`config.mk`:
```
export PLATFORM = sky130hd
export DESIGN_NAME = word_tx_scheduler
export DESIGN_NICKNAME = d
export VERILOG_FILES = /design/src/rtl/word_tx_scheduler_pkg.sv /design/src/rtl/word_tx_scheduler_byte_mux.sv /design/src/rtl/word_tx_scheduler.sv
export SDC_FILE = /design/constraint.sdc
export NUM_CORES = 1
export LEC_CHECK = 0
export ABC_AREA = 0
export CAP_MARGIN = 5
export CORE_MARGIN = 2
export CORE_UTILIZATION = 29
export DETAILED_ROUTE_END_ITERATION = 10
export REMOVE_ABC_BUFFERS = 1
export SLEW_MARGIN = 30
export SYNTH_ARGS = -nofsm -noshare
export SYNTH_HDL_FRONTEND = slang
export SYNTH_SLANG_ARGS = --single-unit
```
`constraint.sdc`:
```
create_clock -name clk -period 1.75 [get_ports clk]
set_input_delay 0.35 -clock clk [delete_from_list [all_inputs] [get_ports clk]]
set_output_delay 0.35 -clock clk [all_outputs]
set_load 0.1 [all_outputs]
```
`src/rtl/word_tx_scheduler_pkg.sv`:
```
// Shared types and widths for the word-to-byte transmit scheduler.
package word_tx_scheduler_pkg;

  localparam int BYTE_W = 8;
  localparam int WORD_W = 32;

  typedef enum logic {
    ST_IDLE = 1'b0,
    ST_SEND = 1'b1
  } state_t;

  // Byte index within a word; BYTES is limited to 1..4.
  typedef logic [1:0] idx_t;

endpackage

```
`src/rtl/word_tx_scheduler_byte_mux.sv`:
```
// Combinational byte select: picks byte 'index' of a word in transmit order.
module word_byte_mux
  import word_tx_scheduler_pkg::*;
#(
  parameter int BYTES     = 4,
  parameter bit MSB_FIRST = 1'b0
) (
  input  logic [WORD_W-1:0] word,
  input  idx_t              index,
  output logic [BYTE_W-1:0] byte_sel
);

  localparam idx_t LAST = idx_t'(BYTES - 1);

  idx_t sel;

  always_comb begin
    sel      = MSB_FIRST ? idx_t'(LAST - index) : index;
    byte_sel = word[{sel, 3'b000} +: BYTE_W];
  end

endmodule

```
`src/rtl/word_tx_scheduler.sv`:
```
// Round-robin arbiter between two word requesters feeding one byte-wide
// valid/ready sink; the granted word is captured and streamed BYTES bytes long.
module word_tx_scheduler
  import word_tx_scheduler_pkg::*;
#(
  parameter int BYTES     = 4,
  parameter bit MSB_FIRST = 1'b0
) (
  input  logic              clk,
  input  logic              reset,
  input  logic              req0_valid,
  input  logic [WORD_W-1:0] req0_data,
  output logic              req0_ready,
  input  logic              req1_valid,
  input  logic [WORD_W-1:0] req1_data,
  output logic              req1_ready,
  output logic [BYTE_W-1:0] byte_out,
  output logic              byte_valid,
  input  logic              byte_ready,
  output logic              busy,
  output logic              grant_id
);

  // Handshake rule for every port here: a transfer happens on a rising clk
  // edge where valid && ready; the sender holds data stable until then.

  localparam idx_t LAST = idx_t'(BYTES - 1);

  state_t            state_q, state_d;
  logic [WORD_W-1:0] word_q;
  idx_t              index_q;
  logic              last_grant_q;
  logic              grant_id_q;
  logic              pick1;
  logic              accept;
  logic              byte_fire;
  logic              last_byte;
  logic [BYTE_W-1:0] mux_byte;

  word_byte_mux #(
    .BYTES     (BYTES),
    .MSB_FIRST (MSB_FIRST)
  ) u_mux (
    .word     (word_q),
    .index    (index_q),
    .byte_sel (mux_byte)
  );

  always_comb begin
    // req1 wins when alone, or when both ask and req0 had the last grant.
    pick1      = req1_valid && (!req0_valid || !last_grant_q);
    req0_ready = (state_q == ST_IDLE) && req0_valid && !pick1;
    req1_ready = (state_q == ST_IDLE) && pick1;
    accept     = req0_ready || req1_ready;
    byte_valid = (state_q == ST_SEND);
    busy       = (state_q == ST_SEND);
    byte_out   = byte_valid ? mux_byte : '0;
    grant_id   = grant_id_q;
    byte_fire  = byte_valid && byte_ready;
    last_byte  = (index_q == LAST);

    state_d = state_q;
    case (state_q)
      ST_IDLE: if (accept) state_d = ST_SEND;
      ST_SEND: if (byte_fire && last_byte) state_d = ST_IDLE;
      default: state_d = ST_IDLE;
    endcase
  end

  always_ff @(posedge clk or posedge reset) begin
    if (reset) begin
      state_q      <= ST_IDLE;
      word_q       <= '0;
      index_q      <= '0;
      last_grant_q <= 1'b1;
      grant_id_q   <= 1'b0;
    end else begin
      state_q <= state_d;
      if (accept) begin
        word_q       <= pick1 ? req1_data : req0_data;
        grant_id_q   <= pick1;
        last_grant_q <= pick1;
        index_q      <= '0;
      end else if (byte_fire && !last_byte) begin
        index_q <= index_q + idx_t'(1);
      end
    end
  end

endmodule

```
* After elaboration in Yosys (flattened, before gate mapping)
Index checks and enable logic that the tools add are counted.
** Word-level totals
- Bits in registers :: 37
** Cells by class
- Add/sub/neg operators :: 1
- Equal/unequal tests :: 1
- Shift operators :: 1
- Mux-type cells :: 7
- Bitwise logic cells :: 1
- Reduce and logical (&&, ||, !) cells :: 14
** Operators with widths (count)
- $mux 32 :: 1
- $shiftx 32x6->8 :: 1
- $mux 8 :: 1
- $logic_and 1x1->1 :: 7
- $logic_not 1->1 :: 4
- $mux 2 :: 2
- $add 2x1->2 const B :: 1
- $eq 2x2->1 const B :: 1
- $logic_or 1x1->1 :: 2
- $mux 1 :: 2
- $pmux 1 s2 :: 1
- $reduce_bool 2->1 :: 1
- $not 1->1 :: 1

* Logic depth before layout (Yosys ltp)
Gate-level depths: netlist of run 1.
- Depth after elaboration :: 8
- Depth in mapped cells :: 5
- Depth with buffers taken out :: 4

* By module
Synthesis of run 1 repeated with hierarchy kept, for this count alone.
** Second synthesis, totals
- Cells, all modules :: 218
- Area total of the unflattened synthesis :: 2093.3 um^2
** By module, submodules not included
- word_tx_scheduler :: times used 1, cells an instance 208, area an instance 1896.8 um^2, seq. area each 927.1 um^2
- word_byte_mux :: times used 1, cells an instance 10, area an instance 196.4 um^2, seq. area each 0.0 um^2

* Least setup slack after synthesis of run 1
OpenSTA, ideal clock, no wires.
- Path type :: reg-to-output
- Start :: reg state_q, in the netlist busy
- End :: out req1_ready
- Arrival time :: 2.354 ns
- Data required time :: 1.400 ns
- Setup slack :: -0.954 ns
- Stages on the path, launching flop included :: 3
- Cells stage by stage :: dfrtp_1 clkbuf_1 nor2_1
** Between the ends
- Word-level cells in the longest chain between the ends :: 2
** RTL lines
- start: declaration :: RTL line word_tx_scheduler.sv:29 : state_t state_q, state_d;
- start signal: assignment :: RTL line word_tx_scheduler.sv:78 : state_q <= state_d;
- $not 1->1 :: RTL line word_tx_scheduler.sv:53 : req1_ready = (state_q == ST_IDLE) && pick1;
- $logic_and 1x1->1 :: RTL line word_tx_scheduler.sv:53
- end: declaration :: RTL line word_tx_scheduler.sv:16 : output logic req1_ready,
No other way between the ends.

* Worst setup path in the final report of run 1
- Start :: reg index_q[0]
- End :: out byte_out[0]
** Between the ends
- Word-level cells in the longest chain between the ends :: 2
** RTL lines
- start: declaration :: RTL line word_tx_scheduler.sv:31 : idx_t index_q;
- start signal: assignment :: RTL line word_tx_scheduler.sv:85 : index_q <= index_q + idx_t'(1);
- $shiftx 32x6->8 :: RTL line word_tx_scheduler_byte_mux.sv:19 : byte_sel = word[{sel, 3'b000} +: BYTE_W];
- $mux 8 :: RTL line word_tx_scheduler.sv:57 : byte_out = byte_valid ? mux_byte : '0;
- end: declaration :: RTL line word_tx_scheduler.sv:17 : output logic [BYTE_W-1:0] byte_out,
No other way between the ends.

==> flow_summary.json, run 1 <==
{
  "outcome": "finished, violations left",
  "violations": "negative setup slack",
  "cts-htree-levels": 2,
  "critPathCaptureType": "output port",
  "synth-edff-count": 0,
  "grt-ovfl-total": 0,
  "power_density_nw_per_um2": 2240,
  "cp_slowest_cell": "mux4_2",
  "seq_power_share": 0.212,
  "ys_seq_area_frac": 0.468,
  "crit_top_cell": "buf_12",
  "postRouteAntennaNets": 0,
  "crit-reg2reg-capture": "word_q[13]$_DFFE_PP0P_",
  "num_rows": 30,
  "dpl.hpwl_um": 3640,
  "final_nets": 376,
  "syn_area_sq_um": 1980,
  "dp_cells": 378,
  "cts_tree": "yes",
  "cp-start-kind": "flip-flop",
  "core_sq_um": 6720,
  "cp.arrival_ns": 1.65,
  "internal_power_uw": 3980,
  "grt_start_max_net_pins": 36,
  "clockPowerShare": 0.120,
  "tns_ns": -1.87,
  "slew_headroom": 0.781,
  "dr_total_vias": 1785,
  "port_buffers": 81,
  "clk_path_buf_depth": 2,
  "grt_pass1_vias": 1850,
  "cap_violations": 0,
  "hold_slack_ns": 0.390,
  "firstDrtPassIters": 3,
  "fmax_mhz": 500,
  "io_pins": 82,
  "endpoint": "byte_out[0]",
  "setup_viol": 8,
  "worstPathCellList": "buf_12, mux4_2, and2_4, buf_12",
  "synthToLayoutAreaGrowth_pct": 64.8,
  "reg2reg_slack_ns": 0.30,
  "cp_data_required_time_ns": 1.40,
  "die-height_um": 86.7,
  "crit_path_max_incr_delay_ns": 0.49,
  "tightest_slew_ns": 0.329,
  "reg2reg_from": "last_grant_q$_DFFE_PP1P_",
  "fin_crit_sh": 1.14,
  "critPathMaxFanout": 8,
  "grt_pass1_wl_um": 8310,
  "synth-seq-cells": 37,
  "yosysTopAreaCell": "dfrtp_1",
  "insertedDiodeCount": 0,
  "drcViolationCount": 0,
  "path_clk_slew_ns": 0.08,
  "worstHoldPathType": "in -> async",
  "clock-sinks": 37,
  "die_w_um": 86.7,
  "period_needed_ns": 2.00,
  "worstSetupPathType": "reg -> out",
  "cts-root-buf": "clkbuf_8",
  "fin_area_sq_um": 3270,
  "ys_top_cells_by_area": "dfrtp_1 (45%), nand2_1 (13%), a31oi_1 (10%)",
  "avgViaCountPerCell": 4.61,
  "rr_worst_depth": 4,
  "wl_per_cell_um": 12.6,
  "p_switching_uw": 3340,
  "grt_usage": 0.141,
  "leakage_uw": 0.00138,
  "antenna_found_initial": 0,
  "syn_avg_cell_area_sq_um": 9.09,
  "initial_utilization": 0.295,
  "drive_gt1_frac": 0.199,
  "clock_skew_ns": 0.00629,
  "gp_routability_congestion": 0.790,
  "yosys_warnings": 0,
  "maxSlewViolCount": 0,
  "async_flop_share": 1.00,
  "drt-total-wl_um": 4870,
  "placed_area_sq_um": 3090,
  "final.setup.worst_slack_ns": -0.250,
  "yosys.area.top_type_share": 0.455,
  "switching_share": 0.456,
  "die_area_sq_um": 7510,
  "drtIter0Drc": 46,
  "clock_latency_ns": 0.29,
  "cts_inserted_buffers": 5,
  "startpoint": "index_q[0]$_DFFE_PP0P_",
  "stdcell_count": 387,
  "combPwrFrac": 0.668,
  "synthFlopType": "dfrtp_1",
  "syn-instance-count": 218,
  "final_hold_viol_count": 0,
  "rsz0062_at_grt": "true",
  "peakVddDrop_mv": 1.29,
  "yosysUniqueCellTypes": 22
}
worst min path at each step:
stage | from | end | slack (ns) | cells after the start
final | reset | index_q[1]$_DFFE_PP0P_ | 0.39 | 3
after global routing | reset | index_q[1]$_DFFE_PP0P_ | 0.41 | 3
after CTS | reset | index_q[1]$_DFFE_PP0P_ | 0.39 | 3
after detailed placement | last_grant_q$_DFFE_PP1P_ | last_grant_q$_DFFE_PP1P_ | 0.52 | 2
after global placement | last_grant_q$_DFFE_PP1P_ | last_grant_q$_DFFE_PP1P_ | 0.51 | 2
after floorplan | req1_valid | last_grant_q$_DFFE_PP1P_ | 0.47 | 2
power groups by stage:
stage          Combinational [uW]  Clock (uW)  Sequential, uW
2_1_floorplan                2660           0            1800
6_report                     4890         877            1550
3_3_place_gp                 4710           0            1560
5_1_grt                      5180         934            1610
3_5_place_dp                 4740           0            1580
4_1_cts                      4940         900            1560
cell families (layout without fill, tap and decap cells):
| logic type | Yosys count | after routing | share of synthesized area |
|---|---|---|---|
| AND/OR/NAND/NOR | 113 | 113 | 0.229 |
| AO/OA/AOI/OAI | 38 | 38 | 0.131 |
| flip-flops | 37 | 37 | 0.468 |
| buffers and inverters | 19 | 108 | 0.0663 |
| multiplexers | 9 | 9 | 0.0960 |
| adder cells (fa/ha/maj) | 1 | 1 | 0.00631 |
| XOR/XNOR | 1 | 1 | 0.00442 |
per-stage QoR:
step | setup slack (ns) | power (uW) | utilization
2_1_floorplan | -1.47 | 4450 | -
3_3_place_gp | -0.0636 | 6270 | 0.459
3_5_place_dp | -0.0705 | 6310 | 0.459
4_1_cts | -0.282 | 7400 | 0.485
5_1_grt | -0.341 | 7720 | 0.486
6_report | -0.250 | 7320 | 0.486
layout by cell type (no fill, tap or decap):
master / instances
o21ai_0: 1
xor2_1: 1
clkinv_1: 1
mux2i_1: 1
clkbuf_8: 5
a21boi_4: 1
dlygate4sd2_1: 1
nor2_4: 2
nand3b_1: 1
buf_4: 12
mux4_2: 8
a31oi_1: 32
dlymetal6s2s_1: 1
nand2b_1: 2
and2_4: 8
clkdlybuf4s50_1: 66
a21bo_2: 1
a21o_1: 2
nand2_1: 66
dfstp_2: 1
clkinv_2: 1
nor2_1: 34
o21ba_2: 1
buf_6: 1
bufinv_16: 2
dfrtp_1: 36
ha_1: 1
buf_12: 18
final cells by class:
| class | count | area, sq um |
|---|---|---|
| repair buffers | 99 | 1140 |
| fillers | 652 | 3450 |
| flip-flops and latches | 37 | 927 |
| well taps | 80 | 100 |
| multi-input cells | 162 | 958 |
| inverters | 1 | 3.75 |
| clock inverters | 3 | 65.1 |
| clock buffers | 5 | 68.8 |
cells in the mapped netlist, types with 2 or more instances:
| cell | count |
|---|---|
| nand2_1 | 66 |
| dfrtp_1 | 36 |
| nor2_1 | 36 |
| a31oi_1 | 32 |
| buf_2 | 9 |
| and2_1 | 8 |
| mux4_2 | 8 |
| buf_6 | 5 |
| buf_4 | 3 |
| a21o_1 | 2 |
| nand2b_1 | 2 |
worst max-delay path: cells and delay by family, from the launching register on:
family | cells | cell delay [ns]
simple gates | 1 | 0.16
flops | 1 | 0.39
buf+inv | 2 | 0.31
mux | 1 | 0.49
flip-flops by register name, indices dropped and copies added, names as in the netlist:
register / cells
index_q: 2
busy: 1
word_q: 32
last_grant_q: 1
grant_id: 1
repair_timing:
item	CTS	global route
buffers inserted	1	0
cloned	0	0
gates resized for setup	13	2
endpoints found under the setup margin	10	10
pin swaps	7	0
hold buffers	0	0
routing by layer:
layer	track usage	routed length, um	share of wire
met1	0.160	2130	0.44
met5	0	0	0
met4	0.0412	65	0.013
met3	0.0400	217	0.045
met2	0.257	2460	0.50
No activity file was read; power rests on OpenSTA's default activity.
==> run 2, diff against run 1 <==
--- a/config.mk
+++ b/config.mk
@@ -8,8 +8,9 @@
 export ABC_AREA = 0
 export CAP_MARGIN = 5
 export CORE_MARGIN = 2
-export CORE_UTILIZATION = 29
+export CORE_UTILIZATION = 40
 export DETAILED_ROUTE_END_ITERATION = 10
+export PLACE_DENSITY = 0.76
 export REMOVE_ABC_BUFFERS = 1
 export SLEW_MARGIN = 30
 export SYNTH_ARGS = -nofsm -noshare
==> flow_summary.json, run 2 (same netlist as run 1, synthesis figures left out) <==
{
  "outcome": "finished, violations left",
  "violations": "negative setup slack",
  "die-height_um": 74.4,
  "worstPathCellList": "buf_12, mux4_2, and2_4, buf_12",
  "core_sq_um": 4750,
  "num_rows": 25,
  "period_needed_ns": 2.02,
  "final_hold_viol_count": 0,
  "critPathMaxFanout": 9,
  "maxSlewViolCount": 0,
  "cts_tree": "yes",
  "drcViolationCount": 0,
  "largest_register_ffs": 32,
  "final.setup.worst_slack_ns": -0.265,
  "clock-sinks": 37,
  "avgViaCountPerCell": 4.88,
  "antenna_found_initial": 0,
  "cp-start-kind": "flip-flop",
  "clk_path_buf_depth": 2,
  "dpl.hpwl_um": 3590,
  "initial_utilization": 0.417,
  "drt-total-wl_um": 4890,
  "tns_ns": -1.94,
  "slew_headroom": 0.771,
  "tightest_slew_ns": 0.344,
  "path_clk_slew_ns": 0.07,
  "crit_top_cell": "buf_12",
  "fin_crit_sh": 1.15,
  "fin_util": 0.669,
  "dp_cells": 361,
  "port_buffers": 81,
  "dr_total_vias": 1817,
  "hold_buffers": 0,
  "final_common_cell": "clkdlybuf4s50_1",
  "rsz0062_at_grt": "true",
  "postRouteAntennaNets": 0,
  "gp_routability_congestion": 0.709,
  "leakage_uw": 0.00134,
  "die_w_um": 74.4,
  "cap_violations": 0,
  "drive_gt1_frac": 0.197,
  "grt_start_max_net_pins": 38,
  "io_pins": 82,
  "peakVddDrop_mv": 1.40,
  "final_nets": 374,
  "worstSetupPathType": "reg -> out",
  "hold_slack_ns": 0.416,
  "crit_path_max_incr_delay_ns": 0.50,
  "grt_pass1_vias": 1873,
  "cp_data_required_time_ns": 1.40,
  "wl_per_cell_um": 13.1,
  "worstHoldPathType": "in -> async",
  "fmax_mhz": 496,
  "cts-htree-levels": 2,
  "die_area_sq_um": 5530,
  "clock_latency_ns": 0.28,
  "critPathCaptureType": "output port",
  "synthToLayoutAreaGrowth_pct": 60.6,
  "cp_slowest_cell": "mux4_2",
  "drtIter0Drc": 71,
  "cts_inserted_buffers": 5,
  "power_density_nw_per_um2": 2200,
  "clock_skew_ns": 0.00304,
  "largestRegisters": "word_q x32, index_q x2",
  "cts-root-buf": "clkbuf_8",
  "stdcell_count": 372,
  "insertedDiodeCount": 0,
  "grt_usage": 0.196,
  "grt_pass1_wl_um": 8230,
  "grt-ovfl-total": 0,
  "cp.arrival_ns": 1.67,
  "firstDrtPassIters": 4,
  "top_register": "word_q",
  "rr_worst_depth": 4,
  "dpl_worst_slack_ns": -0.0711,
  "final_cell_mix": "clkdlybuf4s50_1 (68), nand2_1 (66), dfrtp_1 (35)",
  "setup_viol": 8
}
[run 2: critical path: cells and delay by family, from the launching register on]
| family | cells | cell delay, ns |
|---|---|---|
| DFF | 1 | 0.38 |
| buffers and inverters | 2 | 0.32 |
| and+or+nand+nor | 1 | 0.18 |
| muxes | 1 | 0.50 |
[run 2: worst paths after layout]
kind | from | end | slack (ns)
max in group asynchronous | reset | last_grant_q$_DFFE_PP1P_ | 1.09
max reg2reg | last_grant_q$_DFFE_PP1P_ | word_q[10]$_DFFE_PP0P_ | 0.27
max | index_q[0]$_DFFE_PP0P_ | byte_out[6] | -0.27
min | reset | word_q[3]$_DFFE_PP0P_ | 0.42
min in group clk | last_grant_q$_DFFE_PP1P_ | last_grant_q$_DFFE_PP1P_ | 0.52
min reg2reg | last_grant_q$_DFFE_PP1P_ | last_grant_q$_DFFE_PP1P_ | 0.52
[run 2: layout make-up]
type | count | area (sq um)
inverters | 1 | 3.75
clock inverters | 2 | 10.0
multi-input cells | 162 | 966
well taps | 67 | 83.8
repair buffers | 97 | 1120
flip-flops and latches | 37 | 928
fillers | 394 | 1570
clock buffers | 6 | 72.6
[run 2: what timing repair did]
| action | 4_1_cts | 5_1_grt |
|---|---|---|
| endpoints found under the setup margin | 10 | 9 |
| gates resized for setup | 13 | 3 |
| pin swaps | 0 | 1 |
| hold endpoints to repair | 0 | 0 |
| buffers inserted | 2 | 1 |
[run 2: layer usage]
metal | global-route usage | vias to the layer above | part of all wire
met5 | 0 | - | 0
met4 | 0.0754 | 0 | 0.017
met3 | 0.0434 | 8 | 0.045
met2 | 0.359 | 49 | 0.51
met1 | 0.222 | 850 | 0.42
li1 | - | 910 | -
[run 2: through the flow]
step	instance area, sq um	power, uW
floorplan	1850	4450
global placement	3030	6150
detailed placement	3030	6250
CTS	3160	7050
global route	3180	7390
finish	3180	7000
[run 2: power by group]
group          internal, uW  total [uW]  switching, uW
Combinational          2100        4840           2740
Clock                   276         574            298
Sequential             1300        1600            295
Total                  3670        7000           3330
